### src/rtl/tdc_evt_pkg.sv
// Shared types and constants for the TDC event buffer: event record, FSM encoding
// and a saturating counter helper.
package tdc_evt_pkg;

  localparam int SEQ_W = 16;
  localparam logic [15:0] CNT_SAT = 16'hFFFF;
  localparam int TDC_TS_W = 32;
  localparam int TDC_TOT_W = 32;

  typedef struct packed {
    logic [SEQ_W-1:0]     seq;
    logic [TDC_TS_W-1:0]  ts;
    logic [TDC_TOT_W-1:0] tot;
  } tdc_evt_t;

  typedef enum logic [1:0] {
    IDLE     = 2'd0,
    CLEAR    = 2'd1,
    WAIT_LOW = 2'd2
  } tdc_buf_state_e;

  function automatic logic [15:0] sat_inc(input logic [15:0] v);
    return (v == CNT_SAT) ? v : v + 16'd1;
  endfunction

endpackage

### src/rtl/tdc_evt_fifo.sv
// First-word-fall-through FIFO of tdc_evt_t records; head data reads as zero
// while empty. Push while full is accepted only if a pop happens at the same edge.
module tdc_evt_fifo
  import tdc_evt_pkg::*;
#(
  parameter int DEPTH = 8
) (
  input  logic                     clk,
  input  logic                     reset,
  input  logic                     push,
  input  tdc_evt_t                 push_data,
  input  logic                     pop,
  input  logic                     flush,
  output tdc_evt_t                 pop_data,
  output logic                     full,
  output logic                     empty,
  output logic [$clog2(DEPTH):0]   count
);

  localparam int PTR_W = $clog2(DEPTH);

  tdc_evt_t         mem [DEPTH];
  logic [PTR_W-1:0] wr_ptr;
  logic [PTR_W-1:0] rd_ptr;
  logic             do_push;
  logic             do_pop;

  assign empty = (count == '0);
  assign full  = (count == (PTR_W+1)'(DEPTH));

  // A flush overrides both sides of the handshake at its edge.
  assign do_pop  = pop && !empty && !flush;
  assign do_push = push && (!full || do_pop) && !flush;

  assign pop_data = empty ? '0 : mem[rd_ptr];

  always_ff @(posedge clk) begin
    if (do_push) begin
      mem[wr_ptr] <= push_data;
    end
  end

  always_ff @(posedge clk or posedge reset) begin
    if (reset) begin
      wr_ptr <= '0;
      rd_ptr <= '0;
      count  <= '0;
    end else if (flush) begin
      wr_ptr <= '0;
      rd_ptr <= '0;
      count  <= '0;
    end else begin
      if (do_push) wr_ptr <= wr_ptr + 1'b1;
      if (do_pop)  rd_ptr <= rd_ptr + 1'b1;
      if (do_push && !do_pop)      count <= count + 1'b1;
      else if (do_pop && !do_push) count <= count - 1'b1;
    end
  end

endmodule

### src/rtl/tdc_event_buffer.sv
// Captures completed TDC measurements into a sequence-tagged FWFT FIFO and re-arms
// the channel. Define TDC_TOT_FILTER_EN to drop short pulses (MIN_TOT, o_filtered_cnt).
module tdc_event_buffer
  import tdc_evt_pkg::*;
#(
  parameter int DEPTH = 8,
  parameter int TS_W  = 32,
  parameter int TOT_W = 32
`ifdef TDC_TOT_FILTER_EN
  , parameter int unsigned MIN_TOT = 4
`endif
) (
  input  logic                     clk,
  input  logic                     reset,
  input  logic                     i_capture_en,
  input  logic                     i_flush,
  input  logic                     i_tdc_hasEvent,
  input  logic [TS_W-1:0]          i_tdc_timestamp,
  input  logic [TOT_W-1:0]         i_tdc_pulseWidth,
  output logic                     o_tdc_clear,
  output logic                     o_evt_valid,
  input  logic                     i_evt_ready,
  output logic [15:0]              o_evt_seq,
  output logic [TS_W-1:0]          o_evt_ts,
  output logic [TOT_W-1:0]         o_evt_tot,
  output logic [$clog2(DEPTH):0]   o_count,
  output logic [15:0]              o_overflow_cnt
`ifdef TDC_TOT_FILTER_EN
  , output logic [15:0]            o_filtered_cnt
`endif
);

  localparam logic [1:0] ST_IDLE     = 2'(IDLE);
  localparam logic [1:0] ST_CLEAR    = 2'(CLEAR);
  localparam logic [1:0] ST_WAIT_LOW = 2'(WAIT_LOW);

  logic [1:0]       state;
  logic [SEQ_W-1:0] seq;
  logic             evt_start;
  logic             keep;
  logic             push;
  logic             pop;
  logic             fifo_full;
  logic             fifo_empty;
  tdc_evt_t         wr_evt;
  tdc_evt_t         head;

  assign evt_start = (state == ST_IDLE) && i_tdc_hasEvent;

`ifdef TDC_TOT_FILTER_EN
  logic is_short;
  assign is_short = (i_tdc_pulseWidth < TOT_W'(MIN_TOT));
  assign keep     = evt_start && i_capture_en && !is_short;
`else
  assign keep     = evt_start && i_capture_en;
`endif

  assign pop    = !fifo_empty && i_evt_ready;
  assign push   = keep && !i_flush;
  assign wr_evt = '{seq: seq,
                    ts:  TDC_TS_W'(i_tdc_timestamp),
                    tot: TDC_TOT_W'(i_tdc_pulseWidth)};

  tdc_evt_fifo #(.DEPTH(DEPTH)) u_fifo (
    .clk       (clk),
    .reset     (reset),
    .push      (push),
    .push_data (wr_evt),
    .pop       (pop),
    .flush     (i_flush),
    .pop_data  (head),
    .full      (fifo_full),
    .empty     (fifo_empty),
    .count     (o_count)
  );

  // WAIT_LOW holds off re-capture until the TDC has visibly dropped hasEvent.
  always_ff @(posedge clk or posedge reset) begin
    if (reset) begin
      state       <= ST_IDLE;
      o_tdc_clear <= 1'b0;
    end else begin
      o_tdc_clear <= evt_start;
      case (state)
        ST_IDLE:     if (i_tdc_hasEvent) state <= ST_CLEAR;
        ST_CLEAR:    state <= ST_WAIT_LOW;
        ST_WAIT_LOW: if (!i_tdc_hasEvent) state <= ST_IDLE;
        default:     state <= ST_IDLE;
      endcase
    end
  end

  // Dropped events still consume a sequence number so the consumer can see gaps.
  always_ff @(posedge clk or posedge reset) begin
    if (reset) begin
      seq            <= '0;
      o_overflow_cnt <= '0;
    end else if (keep) begin
      seq <= seq + 1'b1;
      if (!i_flush && fifo_full && !pop) begin
        o_overflow_cnt <= sat_inc(o_overflow_cnt);
      end
    end
  end

`ifdef TDC_TOT_FILTER_EN
  always_ff @(posedge clk or posedge reset) begin
    if (reset) begin
      o_filtered_cnt <= '0;
    end else if (evt_start && is_short) begin
      o_filtered_cnt <= sat_inc(o_filtered_cnt);
    end
  end
`endif

  assign o_evt_valid = !fifo_empty;
  assign o_evt_seq   = head.seq;
  assign o_evt_ts    = TS_W'(head.ts);
  assign o_evt_tot   = TOT_W'(head.tot);

endmodule

### config.mk
export PLATFORM = sky130hd
export DESIGN_NAME = tdc_event_buffer
export DESIGN_NICKNAME = d
export VERILOG_FILES = /design/src/rtl/tdc_evt_pkg.sv /design/src/rtl/tdc_evt_fifo.sv /design/src/rtl/tdc_event_buffer.sv
export SDC_FILE = /design/constraint.sdc
export NUM_CORES = 1
export LEC_CHECK = 0
export BUFFER_PORTS_ARGS = -buffer_cell sky130_fd_sc_hd__clkbuf_2
export CORE_ASPECT_RATIO = 1.4
export CORE_MARGIN = 2
export CORE_UTILIZATION = 50
export CTS_BUF_LIST = sky130_fd_sc_hd__clkbuf_8
export DETAILED_ROUTE_END_ITERATION = 10
export GPL_ROUTABILITY_DRIVEN = 0
export PLACE_DENSITY_LB_ADDON = 0.15
export SLEW_MARGIN = 30
export SYNTH_ARGS = -nofsm -noshare
export SYNTH_HDL_FRONTEND = slang
export SYNTH_HIERARCHICAL = 1
export SYNTH_SLANG_ARGS = --single-unit
### constraint.sdc
create_clock -name clk -period 16.81 [get_ports clk]
set_clock_uncertainty 0.15 [all_clocks]
set_input_delay 1.681 -clock clk [delete_from_list [all_inputs] [get_ports clk]]
set_output_delay 1.681 -clock clk [all_outputs]
set_load 0.03 [all_outputs]
# Yosys cells after proc, flatten, opt, wreduce, memory -nomap -nowiden
# Memories as Yosys holds them, arrays and structs flattened.
# Index checks and enable logic that the tools add are counted.
word_totals:
  elab_cells: 60
  input_bits: 70
  mem_count: 1
  reg_bits: 45
  out_inout_bits: 102
  ramBits: 640
memory_table:
  columns: ["name", "depth", "word_bits", "read_ports", "rd_clocked_by_memory_dff", "wr", "line_no", "text"]
  rows:
  - ["u_fifo.mem", 8, 80, 1, 0, 1, "tdc_evt_fifo.sv:22", "tdc_evt_t mem [DEPTH];"]
classes:
  n_reduce_logical: 26
  bitwise_logic: 1
  mux: 13
  eq_ne: 6
  add_sub_neg: 6
op_table:
  columns: ["cell", "count"]
  rows:
  - ["$mux W80", 1]
  - ["$add A16 B1 Y16 const B", 2]
  - ["$eq A16 B16 Y1 const B", 1]
  - ["$logic_and A1 B1 Y1", 12]
  - ["$mux W3", 4]
  - ["$mux W4", 3]
  - ["$add A3 B1 Y3 const B", 2]
  - ["$logic_not A1 Y1", 6]
  - ["$pmux W2 S3", 1]
  - ["$add A4 B1 Y4 const B", 1]
  - ["$eq A4 B4 Y1 const B", 1]
  - ["$logic_not A4 Y1", 1]
  - ["$mux W2", 2]
  - ["$ne A2 B2 Y1 const B", 2]
  - ["$reduce_bool A2 Y1", 2]
  - ["$sub A4 B1 Y4 const B", 1]
  - ["$reduce_and A3 Y1", 1]
  - ["$reduce_bool A3 Y1", 1]
  - ["$eq A2 B1 Y1 const B", 1]
  - ["$eq A2 B2 Y1 const B", 1]
  - ["$logic_not A2 Y1", 1]
  - ["$mux W1", 2]
  - ["$reduce_and A2 Y1", 1]
  - ["$logic_or A1 B1 Y1", 1]
  - ["$not A1 Y1", 1]

# Depth between registers and ports, before layout
# Gate-level depths: netlist of the first run.
logic_depth:
  word_depth: 13
  depth_mapped: 11
  mapped_depth_nobuf: 9

# Hierarchy
# Netlist of the first run, hierarchy kept.
modules_own_cells:
  columns: ["mod", "cells_each", "seq_area_each_um2", "instances", "area_each_um2"]
  rows:
  - ["tdc_evt_fifo", 1104, 19468.7, 1, 24972.7]
  - ["tdc_event_buffer", 135, 875.8, 1, 1589.0]

# Worst setup path before layout of the first run
# OpenSTA, ideal clock, no wires.
synth_timing:
  path_type: "input -> register"
  from: "input i_capture_en"
  to: "memory u_fifo/mem[6][0] in the netlist's numbering (enable)"
  t_required_ps: 15945
  slack_ps: 5613
  setup_ps: 715
  arrival_time_ps: 10332
  path_stages: 7
  path_buffers: 2
  path_cell_list: "nand4bb_1 -> clkbuf_2 -> nor2_1 -> clkbuf_1 -> o21a_1 -> nand2_1 -> nor4_1"
synth_between:
  elab_chain_len: 6
synth_lines:
  columns: ["item", "line_no", "text"]
  rows:
  - ["from (decl)", "tdc_event_buffer.sv:15", "input logic i_capture_en,"]
  - ["$logic_and A1 B1 Y1", "tdc_event_buffer.sv:55", "assign keep = evt_start && i_capture_en;"]
  - ["$logic_and A1 B1 Y1", "tdc_event_buffer.sv:59", "assign push = keep && !i_flush;"]
  - ["named net push", "tdc_event_buffer.sv:41", "logic push;"]
  - ["$logic_and A1 B1 Y1 (2 in series)", "tdc_evt_fifo.sv:33", "assign do_push = push && (!full || do_pop) && !flush;"]
  - ["$mux W1", "tdc_evt_fifo.sv:38", "if (do_push) begin"]
  - ["$mux W1 (implied by the code)", "tdc_evt_fifo.sv:39", "mem[wr_ptr] <= push_data;"]
  - ["to (decl)", "tdc_evt_fifo.sv:22", null]
# The timed path passes the listed nets, and every way through them passes these cells.

# Final worst setup path of the first run
layout_timing:
  from: "register u_fifo.rd_ptr[0]"
  to: "output o_evt_seq[6]"
layout_between:
  elab_chain_len: 2
layout_lines:
  columns: ["item", "line_no", "text"]
  rows:
  - ["from (decl)", "tdc_evt_fifo.sv:24", "logic [PTR_W-1:0] rd_ptr;"]
  - ["from (signal assigned)", "tdc_evt_fifo.sv:54", "if (do_pop) rd_ptr <= rd_ptr + 1'b1;"]
  - ["$mem_v2 Z8 W80", null, null]
  - ["$mux W80", "tdc_evt_fifo.sv:35", "assign pop_data = empty ? '0 : mem[rd_ptr];"]
  - ["to (decl)", "tdc_event_buffer.sv:23", "output logic [15:0] o_evt_seq,"]
# No other way between the ends.

==> results of run 1 <==
metrics by stage:
step	power, mW	setup WS [ps]
2_1_floorplan	2.48	5610
3_3_place_gp	2.72	11160
3_5_place_dp	2.73	11230
4_1_cts	3.96	10670
5_1_grt	4.08	10760
6_report	3.90	11100
registers in the layout, indices dropped and copies added, names as in the netlist:
register,cells
u_fifo/mem,640
o_overflow_cnt,16
seq,16
u_fifo/count,4
u_fifo/rd_ptr,3
u_fifo/wr_ptr,3
state,2
o_tdc_clear,1
cell families (layout without fill, tap and decap cells):
kind of cell    Yosys count  after routing
mux                     246            246
fa+ha+maj                 7              7
compound gates           19             19
flops                   685            685
xor+xnor                 35             35
other cells               0              2
buf+inv                  71            389
simple gates            176            176
worst max-delay path: cells and delay by family (launching register included):
| kind | cells | cell delay, ps |
|---|---|---|
| simple gates | 1 | 110 |
| flops | 1 | 740 |
| buf+inv | 3 | 1510 |
| mux | 2 | 760 |
routing by layer:
metal	global-route usage, %	vias up	part of all wire (%)
li1	-	5559	-
met1	26.4	6756	40
met2	34.9	335	52
met3	3.84	73	5.2
met4	7.10	8	2.0
met5	0	-	0.10
placed cells by master, fill, tap and decap left out, types with 3 or more instances in the layout:
cell type / instances
edfxtp_1: 640
clkbuf_2: 171
mux4_2: 160
clkbuf_8: 108
nor2_1: 97
mux2i_1: 82
inv_1: 44
dfrtp_1: 42
xnor2_1: 25
buf_4: 25
nand2_1: 19
clkinv_1: 19
nand4_1: 12
xor2_1: 10
clkinv_2: 10
nand3_1: 8
ha_1: 6
and3_1: 5
nor3_1: 5
clkinvlp_4: 5
nor3_2: 4
and4_1: 3
nor2b_1: 3
a21o_1: 3
bufinv_16: 3
mux2_1: 3
nor4_2: 3
buf_6: 3
dfrtp_4: 3
worst paths after layout:
| path | startpoint | endpoint | slack (ps) | cells after the start |
|---|---|---|---|---|
| max | u_fifo/rd_ptr[0]$_DFFE_PP0P_ | o_evt_seq[6] | 11100 | 6 |
| min | o_overflow_cnt[15]$_DFFE_PP0P_ | o_overflow_cnt[15]$_DFFE_PP0P_ | 350 | 1 |
| max in group asynchronous | reset | seq[1]$_DFFE_PP0P_ | 15210 | 3 |
| max reg2reg | state[1]$_DFFE_PP0P_ | u_fifo/mem[6][61]$_DFFE_PP_ | 12530 | 7 |
| min in group asynchronous | reset | u_fifo/wr_ptr[2]$_DFFE_PP0P_ | 840 | 2 |
| min reg2reg | o_overflow_cnt[15]$_DFFE_PP0P_ | o_overflow_cnt[15]$_DFFE_PP0P_ | 350 | 1 |
power groups by stage:
stage / logic, mW / registers [mW] / clock network [mW]
global placement: 0.750 / 1.97 / 0
finish: 0.740 / 1.93 / 1.23
CTS: 0.757 / 1.93 / 1.27
detailed placement: 0.757 / 1.97 / 0
global route: 0.794 / 1.94 / 1.34
floorplan: 0.524 / 1.96 / 0
layout make-up:
type                       instances  area, sq um  area share [%]
clock inverter                    71          377            1.25
tap                              707          885            2.93
multi-input combinational        483         5940            19.7
antenna                            2         5.00          0.0166
sequential                       685        20400            67.5
inverter                          11         41.3           0.137
timing repair buffer             199         1080            3.57
clock buffer                     108         1490            4.93
==> results.txt, run 1 <==
- Critical path cell sequence: buf_6, buf_6, mux4_2, mux2i_1, nor2_1, clkbuf_2
* Number of distinct library cells after synthesis: 54
* Startpoint class of the critical path: flip-flop
* Overall fraction of global-route tracks in use: 20.5%
* Most frequent cell after synthesis: edfxtp_1
- Max-cap violations in this run came to 0.
* Multiplexer share of the synthesized area: 16.8%
- Kind of critical path: reg2out
- Internal power comes to 2.77 mW.
* Core area: 52300 sq um
* Site Rows: 99
- The analysis attributes to cell leakage a power of 9.94 nW.
- STA puts the critical path data required time at 14980 ps.
- Summing the areas of all fa, ha and maj instances in the mapped netlist gives 0.358% of the synthesized area.
- Compound-gate portion of the synthesized area: 0.641%
- By count the netlist is led by 640 x edfxtp_1, 160 x mux4_2, 98 x nor2_1.
- Count of flip-flops with a built-in enable after synthesis: 640
* Switching share of total power: 29.0%
- Sequential power share: 49.5%
- The first TritonRoute pass finished after 5 iterations.
* Starting Density: 50.8%
- Initial antenna violation count: 6
- Via count of the routed design: 12700
- Cells fill 57.7% of the core in the end.
- Number of nets in the synthesized netlist: 1316
- Synthesis produced a netlist whose cell count is 1239.
- The tightest min-delay check is of the reg2reg type.
- Clock tree from TritonCTS: done
* Slew headroom: 34.4%
- Antenna-violating nets left: 0
* Setup violation total in the final timing report: 0
- Adding up every negative setup slack in the final design gives 0 ps.
- Placed standard-cell area: 28300 sq um
* Maximum vdd drop: 0.000128 V
* Area share of and/or/nand/nor cells after synthesis: 3.18%
- Based on the critical path, the design can be clocked at up to 175 MHz.
- Detailed placer's ending HPWL: 29400 microns
- In this design, the stage delay of the slowest critical-path cell is 740 ps.
* Largest area contributor in the synthesized netlist: edfxtp_1
* Post-layout minimum cycle time: 5710 ps
* Post-layout nets: 1555
- Max-slew violation count: 0
- Root buf cell: clkbuf_8
- For this block, the initial DRC count from the detailed router was 689.
- The count of endpoints failing hold in the final timing report is 0.
- Transition time at the pin with the least slew margin: 984 ps
- After detailed routing, the number of remaining DRC violations is 0.
- Largest fanout of any net on the critical path: 50
- Area growth syn-to-layout: 13.6%
- Among the stages of the critical path, the cell type that occurs most often is buf_6.
- The clock reaches the later pin of the worst-skew pair after 690 ps.
- Of the total power, the clock network draws 31.5%.
* Boundary pin count: 172
- After layout, the worst path uses 33.9% of the clock period.
- Global-route wire length before repair: 82800 microns
- Number of filler cells placed in the layout: 3971
- By area, the combinational part of the netlist is dominated by multiplexers.
* Synthesized area per cell: 21.4 sq um
* Setup repair after global routing missed its margin: no
- Sequential element share of the synthesized area: 76.6%
* Avg WL per Cell: 24.0 microns
* Data arrival, critical path: 3870 ps
* Die H: 277 microns
* Async S/R FF share, synth: 6.57%
* Via count of the first global-routing pass: 13800
- The number of clock buffers added by TritonCTS is 98.
- Yosys printed 6 warnings.
* Type of element capturing the critical path: primary output
- Sw Pwr: 1.13 mW
* Combinational cell fraction of total power: 19.0%
- Entering global routing, the biggest net connects 62 pins.
* P per Cell Area: 129 nW/um^2
* Post-placement cell count: 2085
- Buffer depth of the longest clock path: 3
- Global-route congestion overflow total: 0
- Most used flip-flop cell after synthesis: edfxtp_1
- The number of hold buffers added after CTS was 0.
- After clock tree synthesis, the clock-pin slew on the worst setup and hold paths is 60 ps.
- The H-tree was split into 3 levels.
* Non-filler cells in the finished layout: 2266
- Die X-Extent: 199 microns
* Number of buffer cells added on primary ports: 171
* Cell Area, Synth: 26600 sq um
* Result of the run: finished, final reports clean
- Among all stages on the critical path, the largest delay is contributed by dfrtp_4.
- After synthesis the netlist holds a flip-flop and latch count of 685.
- The clock drives 685 sinks.
- Share of post-route cells with drive strength above 1: 32.6%
- In the routed layout, each cell is associated on average with a via count of 5.62.
* Die Area: 55000 sq um
* Wire length after detailed routing: 54300 microns
- By area the synthesized netlist is led by edfxtp_1 72%, mux4_2 14%, dfrtp_1 4.2%.
- The number of setup buffers added after CTS is 0.
- Final standard cell area without fillers: 30200 sq um
- Fraction of post-synthesis cell area in the top cell type by area: 72.4%
- Across all hold checks on the routed design, the worst slack comes to 347 ps.
- Cells resized by post-CTS repair: 0
- The synthesized netlist devotes 1.15% of its cell area to XOR and XNOR gates.
Power figures use the tool's default switching activity.
==> run 2, diff against run 1 <==
- clock period: 16.81 -> 5.5 ns (I/O delays scaled with it)
==> run 2 against run 1 <==
  * Utilization up 1.5 points
  * Non-clock buffer count up 66
  * Via count up 1.8%
  * Critical path depth down 1
  * Sequential power rose to 3.1 times the previous value
  * Clock-buffer cell count down 1
  * Register-to-register slack worse by 11000 ps
  * Largest cell class unchanged
==> results.txt, run 2 (synthesized netlist as in run 1, its figures left out) <==
- Result of the run: finished, final reports clean
- The leakage component of the power was 10.2 nW (+2.5%).
- Maximum vdd drop: 0.000413 V (+220%)
- Pin count of the biggest net entering global routing: 85 (+37%)
- Clk sink count: 685 (unchanged)
- First-pass DRT Iterations: 4 (-1)
* Post-placement worst setup slack: 1890 ps (-9340 ps)
- Detailed placer's ending HPWL: 28600 microns (-2.7%)
- Cells resized by post-CTS repair: 0 (unchanged)
- The post-CTS setup buffer count is 0 (unchanged).
- Largest register by flop count: u_fifo/mem
- Avg WL per Cell: 23.0 microns (-4.1%)
- The critical path goes through buf_12, mux4_2, mux2i_1, nor2_1, clkbuf_2.
- Number of buffers inserted for hold repair after clock tree synthesis: 66 (+66)
- Detailed Route Iter0 Violations: 582 (-16%)
- Maximum clock rate: 245 MHz
- The maximum buffer depth of the clock tree came to 3 (unchanged).
- Worst hold path type: in2async
- Core area: 52300 sq um (unchanged)
- Area of the multi-input gates: 5980 sq um (+0.74%)
* Final standard cell area without fillers: 30900 sq um (+2.5%)
- The root buffer cell chosen for the clock tree is clkbuf_8.
- The worst setup path is launched from a flip-flop.
* Setup violation total in the final timing report: 0 (unchanged)
- The count of endpoints failing hold in the final timing report came to 0 (unchanged).
* Die H: 277 microns (unchanged)
- The sequential standard cell area came to 20400 sq um (unchanged).
- Clock latency at the later pin of the worst-skew pair: 690 ps (about the same)
- TritonCTS built the clock tree.
* Largest register FFs: 640 (unchanged)
- The library cell used most frequently in the layout, excluding fill and tap cells, is edfxtp_1.
- Final total negative setup slack: 0 ps (unchanged)
* Slowest stage delay, CP: 970 ps (+230 ps)
- The signal arrival time at the worst endpoint was 3380 ps (-490 ps).
- The largest fanout on the critical path came to 46 (-8.0%).
* Largest registers in the final layout: u_fifo/mem (640), o_overflow_cnt (16), seq (16)
* Post-layout minimum cycle time: 4080 ps
- Antenna-violating nets left: 0 (unchanged)
- Final clock period utilization by the worst path: 74.1%
* Via count of the first global-routing pass: 14200 (+3.0%)
- The routed wire length came to 53700 microns (-1.1%).
* Most used cells in the layout excluding fill and tap cells: 640 x edfxtp_1, 171 x clkbuf_2, 160 x mux4_2
- Setup repair after global routing missed its margin: no
- The row count was 99 (unchanged).
- The overall die area was 55000 sq um (unchanged).
- Slowest cell on the critical path: dfrtp_4
* Share of post-route cells with drive strength above 1: 31.2% (-1.5 points)
* Post-layout nets: 1625 (+4.5%)
- The via count came to 13000 (+1.8%).
- The maximum level of the CTS H-tree came to 3 (unchanged).
- The instance area after placement is 28500 sq um (+0.65%).
- The power after layout was 11.9 mW (+200%).
- The first-pass GRT wire length was 83100 microns (+0.36%).
- Clock buffer count from CTS: 102 (+4.1%)
- The number of antenna violations at the first check in global routing is 5 (-1).
- The fill cell instance count of the final layout was 3991 (+0.50%).
- The worst setup path is captured at a primary output.
* Fin worst setup slack: 1420 ps (-9680 ps)
* Starting Density: 50.8% (unchanged)
- The count of input and output buffers was 171 (unchanged).
- The setup path with the least slack is of type reg2out.
* Non-filler cells in the finished layout: 2337 (+3.1%)
* Post-route DRC: 0 (unchanged)
- Slew headroom: 36.9% (+2.5 points)
- The total routing usage reported by global routing was 20.4% (-0.084 points).
- Global-route congestion overflow total: 0 (unchanged)
* Max-Cap Viols: 0 (unchanged)
- The number of top-level design ports is 172 (unchanged).
- The width of the die came to 199 microns (unchanged).
* Post-placement cell count: 2085 (unchanged)
* Routed vias/inst: 5.54 (-1.3%)
* P per Cell Area: 383 nW/um^2 (+200%)
* Worst R2R Setup Slack: 1870 ps (-10660 ps)
- The clock transition time at the flip-flop clock pins of the worst setup and hold paths came to 60 ps (about the same).
- The final number of max-transition violations was 0 (unchanged).
- The required time of the critical path came to 4800 ps (-10180 ps).
- Transition time at the pin with the least slew margin: 946 ps (-37.6 ps)
- Area growth syn-to-layout: 16.5%
## run 2: changes by cell type in the layout (fill, tap and decap cells not counted), sizes merged
cell,before,now
dlygate4sd3,0,66
clkbuf,279,278
clkinvlp,5,6
clkinv,29,44
bufinv,3,0
diode,2,3
inv,45,37
## run 2: final timing paths
check | cells after the start | to | start
max in group asynchronous | 4 | seq[1]$_DFFE_PP0P_ | reset
worst max-delay path | 5 | o_evt_tot[23] | u_fifo/rd_ptr[0]$_DFFE_PP0P_
worst min register to register | 1 | o_overflow_cnt[13]$_DFFE_PP0P_ | o_overflow_cnt[13]$_DFFE_PP0P_
worst min-delay path | 3 | seq[14]$_DFFE_PP0P_ | reset
worst max register to register | 7 | u_fifo/mem[6][32]$_DFFE_PP_ | u_fifo/count[2]$_DFFE_PP0P_
min in group clk | 4 | seq[1]$_DFFE_PP0P_ | i_capture_en
## run 2: critical path: cells and delay by family, from the launching register on
| family | cells | cell delay (ps) |
|---|---|---|
| multiplexers | 2 | 920 |
| flip-flops | 1 | 970 |
| buffers and inverters | 2 | 650 |
| AND/OR/NAND/NOR | 1 | 80 |
## run 2: cell type report
cell class | instances | area share [%]
Clock inverter | 76 | 1.05
Tap cell | 707 | 2.86
Antenna cell | 3 | 0.0243
Clock buffer | 107 | 4.76
Sequential cell | 685 | 65.8
Inverter | 11 | 0.133
Timing Repair Buffer | 265 | 6.03
Multi-Input combinational cell | 483 | 19.3
## run 2: metal layers
| metal | track usage (%) | routed length, microns | vias to the layer above |
|---|---|---|---|
| li1 | - | - | 5709 |
| met2 | 35.0 | 28100 | 290 |
| met1 | 26.5 | 22100 | 6876 |
| met4 | 6.83 | 1060 | 4 |
| met5 | 0 | 24 | - |
| met3 | 3.42 | 2360 | 76 |
## run 2: power breakdown
part | switching (mW) | internal, mW
combinational | 1.50 | 0.791
sequential | 0.137 | 5.78
clock | 1.85 | 1.79
## run 2: stage by stage
step,utilization [%],hold slack [ps]
CTS,59.2,71.8
global placement,54.4,284
detailed placement,54.5,287
floorplan,-,240
global route,59.2,128
finish,59.2,139
==> run 3, diff against run 2 <==
- clock period: 5.5 -> 3.64 ns (I/O delays scaled with it)
==> run 3 against run 2 <==
  * Sequential power increased by 51%
  * Via count increased by 0.36%
  * Sequential cell count unchanged
  * Power increased by 52%
  * Clock-buffer cell count decreased by 4
  * Wire length increased by 1.2%
  * Critical endpoint is now o_evt_tot[17]
  * Largest cell class unchanged
  * Largest power group unchanged
==> results.txt, run 3 (synthesized netlist as in run 1, its figures left out) <==
- Boundary pin count: 172 (unchanged)
* Data arrival, critical path: 2860 ps (-520 ps)
- Clock transition at the registers of the reported paths: 70 ps (about the same)
- The clock latency of the later-clocked register in the worst-skew pair is 680 ps (about the same).
* Pin count of the biggest net entering global routing: 83 (-2.4%)
* Die H: 277 microns (unchanged)
* Antenna-violating nets left: 0 (unchanged)
* Global-route wire length before repair: 83500 microns (+0.52%)
- Starting Density: 50.8% (unchanged)
- The count of input and output buffers was 171 (unchanged).
- The width of the die is 199 microns (unchanged).
- The via count is 13000 (+0.36%).
- The slack of the worst reg-to-reg path was 840 ps (-1030 ps).
- Initial antenna violation count: 4 (-1)
* Root buf cell: clkbuf_8
- The final number of max-transition violations was 0 (unchanged).
- P per Cell Area: 577 nW/um^2 (+51%)
- Largest fanout of any net on the critical path: 18 (-61%)
- The maximum vdd ir drop was 0.000671 V (+62%).
- Static timing analysis puts the maximum clock frequency at 297 MHz.
- The worst path uses 92.6% of the clock period.
* Launch point of the critical path: u_fifo/rd_ptr[0]$_DFFE_PP0P_
- The worst setup path is captured at a primary output.
- The library cells used most frequently in the layout, excluding fill and tap cells, are 640 x edfxtp_1, 171 x clkbuf_2, 160 x mux4_2.
- The via density per instance came to 5.53 (-0.16%).
* Final standard cell area without fillers: 31300 sq um (+1.1%)
- The total of cells resized after clock tree synthesis is 0 (unchanged).
* Global-route congestion overflow total: 0 (unchanged)
- Count of final hold-check violations: 0 (unchanged)
* Kind of critical path: reg2out
* Max-Cap Viols: 0 (unchanged)
- Post-layout minimum cycle time: 3370 ps
- The count of TritonRoute iterations in the first routing pass came to 5 (+1).
- Slew headroom: 52.7% (+16 points)
- Share of post-route cells with drive strength above 1: 32.1% (+0.97 points)
* Post-route DRC: 0 (unchanged)
- Result of the run: finished, final reports clean
- The total routing usage reported by global routing came to 20.6% (+0.19 points).
* Placed standard-cell area: 28800 sq um (+1.1%)
- The row count was 99 (unchanged).
* Avg WL per Cell: 23.1 microns (+0.66%)
* Setup repair after global routing missed its margin: no
- The area of the core was 52300 sq um (unchanged).
* Detailed Route Iter0 Violations: 683 (+17%)
- The number of nets in the layout was 1637 (+0.74%).
- The maximum level of the CTS H-tree is 3 (unchanged).
* Required time at the worst-slack endpoint: 3130 ps (-1670 ps)
- Lkg Pwr: 10.4 nW (+2.0%)
* Buffer count from post-CTS setup fixing: 0 (unchanged)
- The end-of-flow core utilization came to 59.8% (+0.67 points).
* Worst hold path type: in2async
* Largest register FFs: 640 (unchanged)
- Die Area: 55000 sq um (unchanged)
* Worst reg2reg path startpoint: state[1]$_DFFE_PP0P_
- Largest register by flop count: u_fifo/mem
* Clock tree from TritonCTS: done
- The total CTS buffers is 98 (-3.9%).
- Startpoint class of the critical path: flip-flop
- Detailed placer's ending HPWL: 29700 microns (+3.9%)
- Largest registers in the final layout: u_fifo/mem (640), o_overflow_cnt (16), seq (16)
- The transition time at the pin with the least slew margin came to 707 ps (-239 ps).
* Most common library cell in the layout ignoring fill and taps: edfxtp_1
- Sum of internal, switching and leakage power: 18.1 mW (+52%)
- The via count of the first global-routing pass is 14100 (-0.68%).
- Setup violation total in the final timing report: 0 (unchanged)
- Clk sink count: 685 (unchanged)
- Buffer depth of the longest clock path: 3 (unchanged)
- Area growth syn-to-layout: 17.8%
- The routed wire length is 54400 microns (+1.2%).
## run 3: changes by cell type in the layout (fill, tap and decap cells not counted), sizes merged
cell and change:
buf +15, diode -1, clkbuf -4, bufinv +3, clkinv -11, clkinvlp -4
dlygate4sd3 +1, inv +13
## run 3: per-layer routing
metal  up-vias  share of wire (%)  GRT usage (%)
li1       5735                  -              -
met1      6863                 41           27.0
met2       326                 52           35.0
met3        73                4.8           3.36
met4         4                2.0           7.04
met5         -              0.039              0
## run 3: power breakdown
part / total [mW] / internal (mW) / leakage, nW / switching (mW)
sequential: 8.92 / 8.74 / 6.42 / 0.174
clock: 5.61 / 2.84 / 1.07 / 2.78
combinational: 3.53 / 1.25 / 2.91 / 2.28
total: 18.1 / 12.8 / 10.4 / 5.23
## run 3: worst paths after layout
path                                                   to  cells after the start
min reg2reg                o_overflow_cnt[13]$_DFFE_PP0P_                      1
min                          u_fifo/wr_ptr[1]$_DFFE_PP0P_                      3
max in group asynchronous              seq[4]$_DFFE_PP0P_                      4
max                                         o_evt_tot[17]                      5
min in group clk             u_fifo/wr_ptr[2]$_DFFE_PP0P_                      2
max reg2reg                   u_fifo/mem[7][79]$_DFFE_PP_                      8
## run 3: cell type report
| cell class | instances | area (sq um) |
|---|---|---|
| diodes | 2 | 5.00 |
| repair buffers | 281 | 2150 |
| multi-input cells | 483 | 6020 |
| flip-flops and latches | 685 | 20400 |
| clock buffers | 103 | 1420 |
| fillers | 3915 | 21000 |
| clock inverters | 77 | 404 |
| well taps | 707 | 885 |
| inverters | 11 | 41.3 |
## run 3: critical path, cell delays in order (launching register included)
cell and delay (ps):
dfrtp_4 630, buf_4 450, mux4_2 570, mux2i_1 240, nor2_1 70, clkbuf_2 200
## run 3: repair_timing
| action | in CTS | in global routing |
|---|---|---|
| hold buffers | 67 | 0 |
| endpoints found under the setup margin | 0 | 0 |
| hold endpoints to repair | 550 | 0 |
## run 3: through the flow
stage / setup slack (ps) / TNS (ps) / hold WS [ps] / instances
2_1_floorplan: -1060 / -411000 / 53.9 / 1239
3_3_place_gp: 807 / 0 / 243 / 2100
3_5_place_dp: 809 / 0 / 236 / 2100
4_1_cts: 157 / 0 / 7.63 / 2347
5_1_grt: 87.9 / 0 / 81.6 / 2349
6_report: 269 / 0 / 81.8 / 2349
